===== src/rtl/ptp_xfer.sv =====
// +----------------------------------------------------------------------------
// | ptp_xfer : beat-serial word assembler (write) and multi-channel word
// |            serialiser (read), both driven by edge-detected strobes.
// | Optional : define PTP_XFER_SYNC_EN for 2-flop strobe synchronisers.
// | Revision : 1.0
// +----------------------------------------------------------------------------
`default_nettype none

module ptp_xfer #(
  parameter int WORD_W = 32,
  parameter int BUS_W  = 8,
  parameter int NCH    = 2
) (
  input  logic                  clk,
  input  logic                  rst_n,
  input  logic                  clear_i,
  input  logic                  wr_strobe_i,
  input  logic [BUS_W-1:0]      wr_data_i,
  output logic [WORD_W-1:0]     word_o,
  output logic                  word_valid_o,
  input  logic                  rd_strobe_i,
  input  logic [NCH*WORD_W-1:0] rd_chan_i,
  output logic [BUS_W-1:0]      rd_data_o,
  output logic                  rd_last_o
);

  localparam int BEATS = WORD_W / BUS_W;
  localparam int TOTAL = NCH * BEATS;
  localparam int CNT_W = $clog2(BEATS);
  localparam int IDX_W = $clog2(TOTAL);
  localparam logic [CNT_W-1:0] LAST_BEAT = CNT_W'(BEATS - 1);
  localparam logic [IDX_W-1:0] LAST_IDX  = IDX_W'(TOTAL - 1);

  logic                    w_wr_s, w_rd_s, w_wr_edge, w_rd_edge;
  logic                    wr_prev_q, rd_prev_q;
  logic [CNT_W-1:0]        wr_cnt_q, wr_cnt_d;
  logic [WORD_W-BUS_W-1:0] stage_q, stage_d;
  logic [WORD_W-1:0]       word_q, word_d;
  logic                    word_valid_q, word_valid_d;
  logic [IDX_W-1:0]        rd_idx_q, rd_idx_d;
  logic                    rd_busy_q, rd_busy_d;
  logic [NCH*WORD_W-1:0]   shadow_q, shadow_d;

`ifdef PTP_XFER_SYNC_EN
  logic [1:0] wr_sync_q, rd_sync_q;

  always_ff @(posedge clk or negedge rst_n) begin
    if (!rst_n) begin
      wr_sync_q <= 2'b00;
      rd_sync_q <= 2'b00;
    end else begin
      wr_sync_q <= {wr_sync_q[0], wr_strobe_i};
      rd_sync_q <= {rd_sync_q[0], rd_strobe_i};
    end
  end

  assign w_wr_s = wr_sync_q[1];
  assign w_rd_s = rd_sync_q[1];
`else
  assign w_wr_s = wr_strobe_i;
  assign w_rd_s = rd_strobe_i;
`endif

  // History resets to 0, so a strobe already high at reset release is an edge.
  assign w_wr_edge = w_wr_s & ~wr_prev_q;
  assign w_rd_edge = w_rd_s & ~rd_prev_q;

  always_comb begin
    wr_cnt_d     = wr_cnt_q;
    stage_d      = stage_q;
    word_d       = word_q;
    word_valid_d = 1'b0;
    rd_idx_d     = rd_idx_q;
    rd_busy_d    = rd_busy_q;
    shadow_d     = rd_busy_q ? shadow_q : rd_chan_i;

    if (clear_i) begin
      wr_cnt_d  = '0;
      stage_d   = '0;
      word_d    = '0;
      rd_idx_d  = '0;
      rd_busy_d = 1'b0;
    end else begin
      if (w_wr_edge) begin
        if (wr_cnt_q == LAST_BEAT) begin
          word_d       = {wr_data_i, stage_q};
          word_valid_d = 1'b1;
          wr_cnt_d     = '0;
        end else begin
          stage_d[int'(wr_cnt_q)*BUS_W +: BUS_W] = wr_data_i;
          wr_cnt_d = wr_cnt_q + CNT_W'(1);
        end
      end
      // Flat index walks beats of a channel first, then the next channel.
      if (w_rd_edge) begin
        if (rd_idx_q == LAST_IDX) begin
          rd_idx_d  = '0;
          rd_busy_d = 1'b0;
        end else begin
          rd_idx_d  = rd_idx_q + IDX_W'(1);
          rd_busy_d = 1'b1;
        end
      end
    end
  end

  always_ff @(posedge clk or negedge rst_n) begin
    if (!rst_n) begin
      wr_prev_q    <= 1'b0;
      rd_prev_q    <= 1'b0;
      wr_cnt_q     <= '0;
      stage_q      <= '0;
      word_q       <= '0;
      word_valid_q <= 1'b0;
      rd_idx_q     <= '0;
      rd_busy_q    <= 1'b0;
      shadow_q     <= '0;
    end else begin
      wr_prev_q    <= w_wr_s;
      rd_prev_q    <= w_rd_s;
      wr_cnt_q     <= wr_cnt_d;
      stage_q      <= stage_d;
      word_q       <= word_d;
      word_valid_q <= word_valid_d;
      rd_idx_q     <= rd_idx_d;
      rd_busy_q    <= rd_busy_d;
      shadow_q     <= shadow_d;
    end
  end

  assign word_o       = word_q;
  assign word_valid_o = word_valid_q;
  assign rd_data_o    = shadow_q[int'(rd_idx_q)*BUS_W +: BUS_W];
  assign rd_last_o    = (rd_idx_q == LAST_IDX);

endmodule

`default_nettype wire


===== config.mk =====
export PLATFORM = sky130hd
export DESIGN_NAME = ptp_xfer
export DESIGN_NICKNAME = d
export VERILOG_FILES = /design/src/rtl/ptp_xfer.sv
export SDC_FILE = /design/constraint.sdc
export NUM_CORES = 1
export LEC_CHECK = 0
export BUFFER_PORTS_ARGS = -buffer_cell sky130_fd_sc_hd__buf_2
export CAP_MARGIN = 20
export CORE_MARGIN = 4
export CORE_UTILIZATION = 49
export DETAILED_ROUTE_END_ITERATION = 10
export GPL_ROUTABILITY_DRIVEN = 0
export PLACE_DENSITY = 0.76
export SLEW_MARGIN = 20
export SYNTH_ARGS = -nofsm -noshare
export SYNTH_HDL_FRONTEND = slang
export SYNTH_SLANG_ARGS = --single-unit

===== constraint.sdc =====
create_clock -name clk -period 2.04 [get_ports clk]
set_input_delay 0.306 -clock clk [delete_from_list [all_inputs] [get_ports clk]]
set_output_delay 0.306 -clock clk [all_outputs]
set_load 0.02 [all_outputs]

# Word-level counts from Yosys, hierarchy flattened
# Index checks and enable logic that the tools add are counted.
[classes]
order_cmp = 0
n_shift = 3
n_mul = 0
bitwise_logic = 4
addsub = 3
eq_ne = 3
reduce_logical = 5
muxes = 19
div_mod_pow = 0
[ops]
columns = ["operator", "n"]
rows = [
  ["two-way mux 32 bit", 3],
  ["two-way mux 24 bit", 3],
  ["variable part select 64 x 7 -> 8 bit", 1],
  ["negator 5 -> 33 bit", 1],
  ["variable shift 8 x 33 -> 24 bit (first input constant)", 1],
  ["variable part select 8 x 33 -> 24 bit", 1],
  ["bitwise mux 24 bit", 1],
  ["two-way mux 3 bit", 3],
  ["two-way mux 1 bit", 6],
  ["two-way mux 2 bit", 3],
  ["nonzero test 2 bit", 3],
  ["AND reduction 2 bit", 2],
  ["adder 3 x 1 -> 3 bit (second input constant)", 1],
  ["equality test 3 bit (second input constant)", 1],
  ["adder 2 x 1 -> 2 bit (second input constant)", 1],
  ["AND 1 bit", 2],
  ["equality test 2 bit (second input constant)", 1],
  ["inequality test 2 bit (second input constant)", 1],
  ["NOT 1 bit", 2],
]
[word_totals]
n_memories = 0
latchBits = 0
rom_bits = 0
reg_bits = 129
in_bits = 77
mem_bits_rw = 0
word_cells = 46

# Depth between registers and ports, before layout
# Gate-level depths: netlist (run 1).
[logic_depth]
word_depth = 6
ltp_mapped = 7

# Worst setup path before layout (run 1)
# OpenSTA, ideal clock, no wires.
[synth_timing]
kind = "register -> register"
startpoint = "reg wr_cnt_q[0]"
endpoint = "reg stage_q[16]"
arrival_time_ns = 1.947
path_stages_with_launch = 8
setup_ns = 0.065
t_required_ns = 1.975
setup_slack_ns = 0.028
cell_sequence = "dfrtp_1 > clkbuf_1 > inv_1 > ha_1 > or4b_1 > buf_2 > nor2_1 > mux2_2"
[synth_via]
elab_chain_cells = 6
elab_cells_between_ends = 10
[synth_rtl]
columns = ["element", "line", "text"]
rows = [
  ["start: declaration", "36", "logic [CNT_W-1:0] wr_cnt_q, wr_cnt_d;"],
  ["start signal: assignment", "121", "wr_cnt_q <= wr_cnt_d;"],
  ["negator 5 -> 33 bit", "90", "stage_d[int'(wr_cnt_q)*BUS_W +: BUS_W] = wr_data_i;"],
  ["variable part select 8 x 33 -> 24 bit / variable shift 8 x 33 -> 24 bit (equally long branches)", "90", ""],
  ["bitwise mux 24 bit", "90", ""],
  ["two-way mux 24 bit", "85", "if (wr_cnt_q == LAST_BEAT) begin"],
  ["two-way mux 24 bit", "84", "if (w_wr_edge) begin"],
  ["two-way mux 24 bit", "77", "if (clear_i) begin"],
  ["end signal: assignment", "122", "stage_q <= stage_d;"],
  ["end: declaration", "37", "logic [WORD_W-BUS_W-1:0] stage_q, stage_d;"],
]
# Several ways; a longest one is shown, not always the timed one. The select of a mux whose other input is x is not followed.
# A chain may end at the register's enable or synchronous reset.

# Worst setup path after layout (run 1)
[layout_timing]
startpoint = "reg rd_idx_q[0]"
endpoint = "out rd_data_o[6]"
[layout_via]
elab_chain_cells = 1
[layout_rtl]
columns = ["element", "line", "text"]
rows = [
  ["start: declaration", "40", "logic [IDX_W-1:0] rd_idx_q, rd_idx_d;"],
  ["start signal: assignment", "125", "rd_idx_q <= rd_idx_d;"],
  ["variable part select 64 x 7 -> 8 bit", "133", "assign rd_data_o = shadow_q[int'(rd_idx_q)*BUS_W +: BUS_W];"],
  ["end: declaration", "23", "output logic [BUS_W-1:0] rd_data_o,"],
]
# Every way passes these cells.

==> results of run 1 <==
-- final cells by class --
cell class	count	share of cell area
multi-input combinational	220	0.3109
tap	140	0.02490
clock inverter	5	0.003557
inverter	10	0.005335
sequential	129	0.4594
clock buffer	26	0.07523
timing repair buffer	134	0.1208
-- cell usage in the layout, fill, tap and decap left out --
| cell type | n |
|---|---|
| or4b_1 | 1 |
| a22o_1 | 32 |
| mux4_2 | 16 |
| buf_2 | 109 |
| dlygate4sd3_1 | 1 |
| mux2i_1 | 10 |
| nor2b_1 | 2 |
| nor3b_1 | 1 |
| clkbuf_8 | 7 |
| mux2_1 | 1 |
| clkinv_2 | 5 |
| nor3_1 | 8 |
| nor4b_2 | 1 |
| mux2_2 | 79 |
| nand2_1 | 28 |
| mux2_4 | 8 |
| buf_6 | 9 |
| clkbuf_1 | 2 |
| dfrtp_1 | 126 |
| a21oi_2 | 4 |
| ha_1 | 7 |
| buf_4 | 9 |
| dfrtp_2 | 3 |
| nor3b_2 | 1 |
| a21oi_1 | 3 |
| nor2_1 | 13 |
| nand2b_1 | 3 |
| xnor2_1 | 1 |
| buf_12 | 5 |
| and3b_1 | 1 |
| clkbuf_16 | 18 |
| inv_1 | 10 |
-- metrics by stage --
stage / TNS [ns] / hold WS [ns] / cells / power (mW) / utilization
after floorplan: 0 / 0.01041 / 384 / 3.193 / -
after global placement: 0 / 0.3341 / 630 / 3.439 / 0.5813
after detailed placement: 0 / 0.3393 / 630 / 3.462 / 0.5813
after CTS: -1.889 / 0.007389 / 664 / 6.305 / 0.6379
after global routing: -2.048 / 0.01280 / 664 / 6.511 / 0.6378
final: -1.535 / 0.02973 / 664 / 6.233 / 0.6378
-- state kept, by name, summed over array words and instances (netlist names) --
signal / count
rd_busy_q: 1
shadow_q: 64
rd_prev_q: 1
wr_cnt_q: 2
stage_q: 24
wr_prev_q: 1
word_valid_o: 1
rd_idx_q: 3
word_o: 32
-- power by group through the flow --
stage | clock network, mW | logic (mW) | registers (mW)
after CTS | 2.83 | 0.683 | 2.79
after global placement | 0 | 0.617 | 2.82
final | 2.76 | 0.675 | 2.79
after global routing | 2.97 | 0.738 | 2.80
after floorplan | 0 | 0.408 | 2.79
after detailed placement | 0 | 0.633 | 2.83
-- kinds of logic (layout without fill, tap and decap cells) --
kind of cell    count (synthesis)  after routing
flops                         129            129
mux                           114            114
simple gates                   59             59
compound gates                 39             39
buf+inv                        35            175
fa+ha+maj                       7              7
xor+xnor                        1              1
-- worst max path at each step --
stage                   end  cells past startpoint
6_report       rd_data_o[6]                      4
5_1_grt        rd_data_o[6]                      4
4_1_cts        rd_data_o[5]                      4
3_5_place_dp   rd_data_o[5]                      4
3_3_place_gp   rd_data_o[2]                      4
2_1_floorplan   stage_q[16]                      7
-- layer usage --
metal	up-vias	wire length [µm]	global-route usage
met5	-	0	0
met4	0	199	0.07042
met3	18	850	0.06842
met2	119	6468	0.3364
met1	1869	4976	0.2425
li1	1642	-	-
-- what timing repair did --
| item | in CTS | in global routing |
|---|---|---|
| cloned | 1 | 0 |
| resized for setup | 27 | 2 |
| endpoints found under the setup margin | 8 | 8 |
| hold endpoints to repair | 40 | 0 |
| buffers inserted | 1 | 0 |
| hold buffers | 1 | 0 |
==> results.yml, run 1 <==
route:
  wire_per_inst_um: 18.82
  drcViolationCount: 0
  first_iter_violations: 218
  vias_per_cell: 5.494
  finalWirelength_mm: 12.50
  drtAntennaViolNets: 0
  vias: 3648
  drt-pass1-iter-count: 5
yosys:
  synth_area_leader_cell: "dfrtp_1"
  synth_warnings: 0
  synth_top_family_by_area: "multiplexers"
  synthAdderAreaFrac: 0.01559
  synth_area_per_cell_um2: 14.63
  synth_mux_area_frac: 0.2690
  synth_top_flop_cell: "dfrtp_1"
  synth_compound_gate_area_share: 0.05812
  synth-edff-count: 0
  synth_common_cells: "dfrtp_1 (129), mux2_2 (79), a22o_1 (32)"
  synth_nets: 468
  ys_types: 28
  ys_ff_latch: 129
  synthTopCellsByArea: "dfrtp_1 (57%), mux2_2 (16%), a22o_1 (5.0%), mux4_1 (3.7%), mux4_2 (3.2%)"
  async_reset_ff_frac: 1.000
  syn_inst: 384
  synthSimpleGateAreaFrac: 0.04965
  synth.top_cell.area_share: 0.5745
  ys_seq_area_frac: 0.5745
  synth-xor-area-share: 0.001559
  netlist_area_mm2: 0.005619
  yosysMostFrequentCell: "dfrtp_1"
flow_run:
  drv_cap: 0
floorplanning:
  initial_core_util: 0.5094
  coreArea_mm2: 0.01103
  die-area_mm2: 0.01324
  fp-row-count: 38
  die_h_um: 115.1
  pin_count: 119
  die_x_um: 115.1
timing:
  worstMarginPinSlew_ns: 0.6105
  hold_viol: 0
  clock_skew_ns: 0.008589
  post-route-period-util: 1.105
  clock.fmax_mhz: 443.6
  final-setup-viol-count: 8
  finalCriticalPeriod_ns: 2.254
  setup_slack_ns: -0.2141
  rsz0062_at_grt: "true"
  max-slew-margin-rel: 0.5930
  slew_violations: 0
critical_path:
  r2r_start: "wr_cnt_q[1]"
  path_cells: "clkbuf_16 -> mux4_2 -> mux2_4 -> buf_6"
  startpoint_type: "flop"
  rr_worst_depth: 5
  required_ns: 1.73
  cpPeakStageDelay_ns: 0.51
  endpoint_kind: "output pin"
  critical_path_arrival_ns: 1.95
  crit_path_start: "rd_idx_q[0]"
  crit_slowest_cell: "mux4_2"
  critPathMaxFanout: 5
  worst-path-buf-inv: 2
  ff2ff_setup_slack_ns: 0.21
  r2r-end: "stage_q[17]"
  crit_type: "flop to output pin"
  cp_top_family: "multiplexers"
grt:
  grt_usage: 0.2006
  grt.overflow.total: 0
  antenna_found_initial: 0
  grt_max_degree: 49
  grt_pass1_vias: 3847
  grt_pass1_wl_mm: 20.07
layout:
  multi_input_area_mm2: 0.002187
  nFillCells: 848
  ff_latch_area_mm2: 0.003232
  area_growth_pct: 25.21
  design_area_mm2: 0.007036
  layout-drive-gt1-share: 0.5229
  diodes: 0
  nNetsFinal: 596
status:
  violations: "negative setup slack"
  status: "finished with violations"
placement:
  place_ws_ns: 0.1327
  dp_hpwl_mm: 8.727
  postPlaceCellArea_mm2: 0.006412
  port-buffer-count: 118
clock_network:
  cts_root_buf: "clkbuf_16"
  cts_tree: "built"
  clockBufferDepth: 2
  cts_sinks: 129
  clk_pin_slew_ns: 0.05
  cts_buffers: 17
  h-tree-depth: 4
  clk_latency_ns: 0.41
hold_path:
  min_path_cells: 1
  hold_end: "wr_prev_q"
  hold_start: "wr_strobe_i"
  hold_class: "primary input to flop"
power:
  p_clk_frac: 0.444
  p_per_area_mw_per_mm2: 885.9
  leakagePower_nw: 3.326
  p_comb_frac: 0.108
  peakVddDrop_mv: 0.8963
  power.internal_mw: 4.834
  p_sw_mw: 1.399
  seqPwrFrac: 0.448
  p_sw_frac: 0.2245
Power figures use the tool's default switching activity.
==> inputs of run 2 (changes only) <==
CORE_UTILIZATION = 51   (was 49)
CTS_BUF_LIST = sky130_fd_sc_hd__clkbuf_8   (was not set)
PLACE_DENSITY = 0.78   (was 0.76)
==> results.yml, run 2 (synthesis gave the netlist of run 1 again) <==
timing:
  fin_hold_ws_ns: 0.1156
  finalCriticalPeriod_ns: 2.270
  rsz0062_at_grt: "true"
  clock.fmax_mhz: 440.5
  setup_slack_ns: -0.2300
  worstMarginPinSlew_ns: 0.6074
  post-route-period-util: 1.113
  slew_violations: 0
  final-setup-viol-count: 8
  max-slew-margin-rel: 0.5951
  clock_skew_ns: 0.01168
  hold_viol: 0
critical_path:
  crit_slowest_cell: "mux4_2"
  ff2ff_setup_slack_ns: 0.21
  r2r_start: "wr_cnt_q[1]"
  required_ns: 1.73
  worst-path-buf-inv: 2
  startpoint_type: "flop"
  endpoint_kind: "output pin"
  crit_type: "flop to output pin"
  cpPeakStageDelay_ns: 0.52
  crit_path_start: "rd_idx_q[0]"
  path_cells: "clkbuf_16 -> mux4_2 -> mux2_4 -> buf_6"
  cp_top_family: "multiplexers"
  critPathMaxFanout: 6
  critical_path_arrival_ns: 1.96
floorplanning:
  die_h_um: 113.0
  die-area_mm2: 0.01276
  fp-row-count: 38
  die_x_um: 113.0
  pin_count: 119
  coreArea_mm2: 0.01079
  initial_core_util: 0.5206
grt:
  grt.overflow.total: 0
  grt_max_degree: 53
  antenna_found_initial: 0
  grt_pass1_vias: 3917
  grt_usage: 0.2030
  grt_pass1_wl_mm: 20.00
clock_network:
  clk_latency_ns: 0.42
  clockBufferDepth: 2
  cts_tree: "built"
  clk_pin_slew_ns: 0.08
  cts_sinks: 129
  h-tree-depth: 4
  cts_root_buf: "clkbuf_8"
  cts_buffers: 17
layout:
  largest-register: "shadow_q"
  nNetsFinal: 599
  area_growth_pct: 23.02
  multi_input_area_mm2: 0.002192
  diodes: 0
  fin_util: 0.6405
  ff_latch_area_mm2: 0.003231
  nFillCells: 786
  final_common_cell: "dfrtp_1"
  largest_reg_flops: 64
  layout-drive-gt1-share: 0.5227
  layout_common_cells: "dfrtp_1 (127), buf_2 (108), mux2_2 (79), a22o_1 (32), nand2_1 (28)"
route:
  vias_per_cell: 5.443
  drt-pass1-iter-count: 4
  wire_per_inst_um: 18.59
  first_iter_violations: 168
  vias: 3636
  finalWirelength_mm: 12.42
  drtAntennaViolNets: 0
  drcViolationCount: 0
placement:
  port-buffer-count: 118
  dp_hpwl_mm: 8.736
  place_ws_ns: 0.1675
power:
  leakagePower_nw: 3.266
  peakVddDrop_mv: 0.6871
  p_per_area_mw_per_mm2: 819.8
hold_path:
  hold_class: "primary input to flop"
  hold_start: "rd_chan_i[48]"
status:
  violations: "negative setup slack"
  status: "finished with violations"
flow_run:
  drv_cap: 0
## run 2: where the power goes
group          internal [mW]  total, mW  switching, mW  leakage [nW]
logic                  0.373      0.683          0.310          1.41
registers               2.69       2.78         0.0872          1.64
clock network           1.25       2.20          0.949         0.215
total                   4.32       5.67           1.35          3.27
## run 2: metal layers
metal  vias to the layer above  wire length [µm]  global-route usage
met5                         -                 0                   0
li1                       1644                 -                   -
met2                       128              6511              0.3432
met3                         7               898             0.06684
met1                      1857              4934              0.2539
met4                         0                74             0.05128
## run 2: cell type report
type / count / share of cell area
Sequential cell: 129 / 0.4673
Tap cell: 140 / 0.02534
Clock buffer: 19 / 0.03783
Timing Repair Buffer: 137 / 0.1260
Clock inverter: 13 / 0.02100
Multi-Input combinational cell: 220 / 0.3171
Inverter: 10 / 0.005430
## run 2: timing repair
item | in CTS | in global routing
hold endpoints to repair | 28 | 0
cloned | 1 | 0
buffers inserted | 1 | 0
resized for setup | 31 | 1
hold buffers | 3 | 0
endpoints found under the setup margin | 8 | 9
## run 2: path summary, 6_finish.rpt
path                                 to  cells past startpoint
setup / recovery           rd_data_o[0]                      4
hold / removal             shadow_q[48]                      2
setup reg to reg            stage_q[20]                      5
hold reg to reg              word_o[15]                      1
max in group asynchronous    word_o[22]                      3
min in group asynchronous  shadow_q[19]                      2
## run 2: per-stage QoR
step / power [mW] / std cells / area [µm²] / TNS, ns
4_1_cts: 5.747 / 668 / 6915 / -2.099
5_1_grt: 5.923 / 668 / 6913 / -2.213
3_3_place_gp: 3.438 / 631 / 6407 / 0
2_1_floorplan: 3.193 / 384 / 5619 / 0
3_5_place_dp: 3.462 / 631 / 6407 / 0
6_report: 5.667 / 668 / 6913 / -1.661
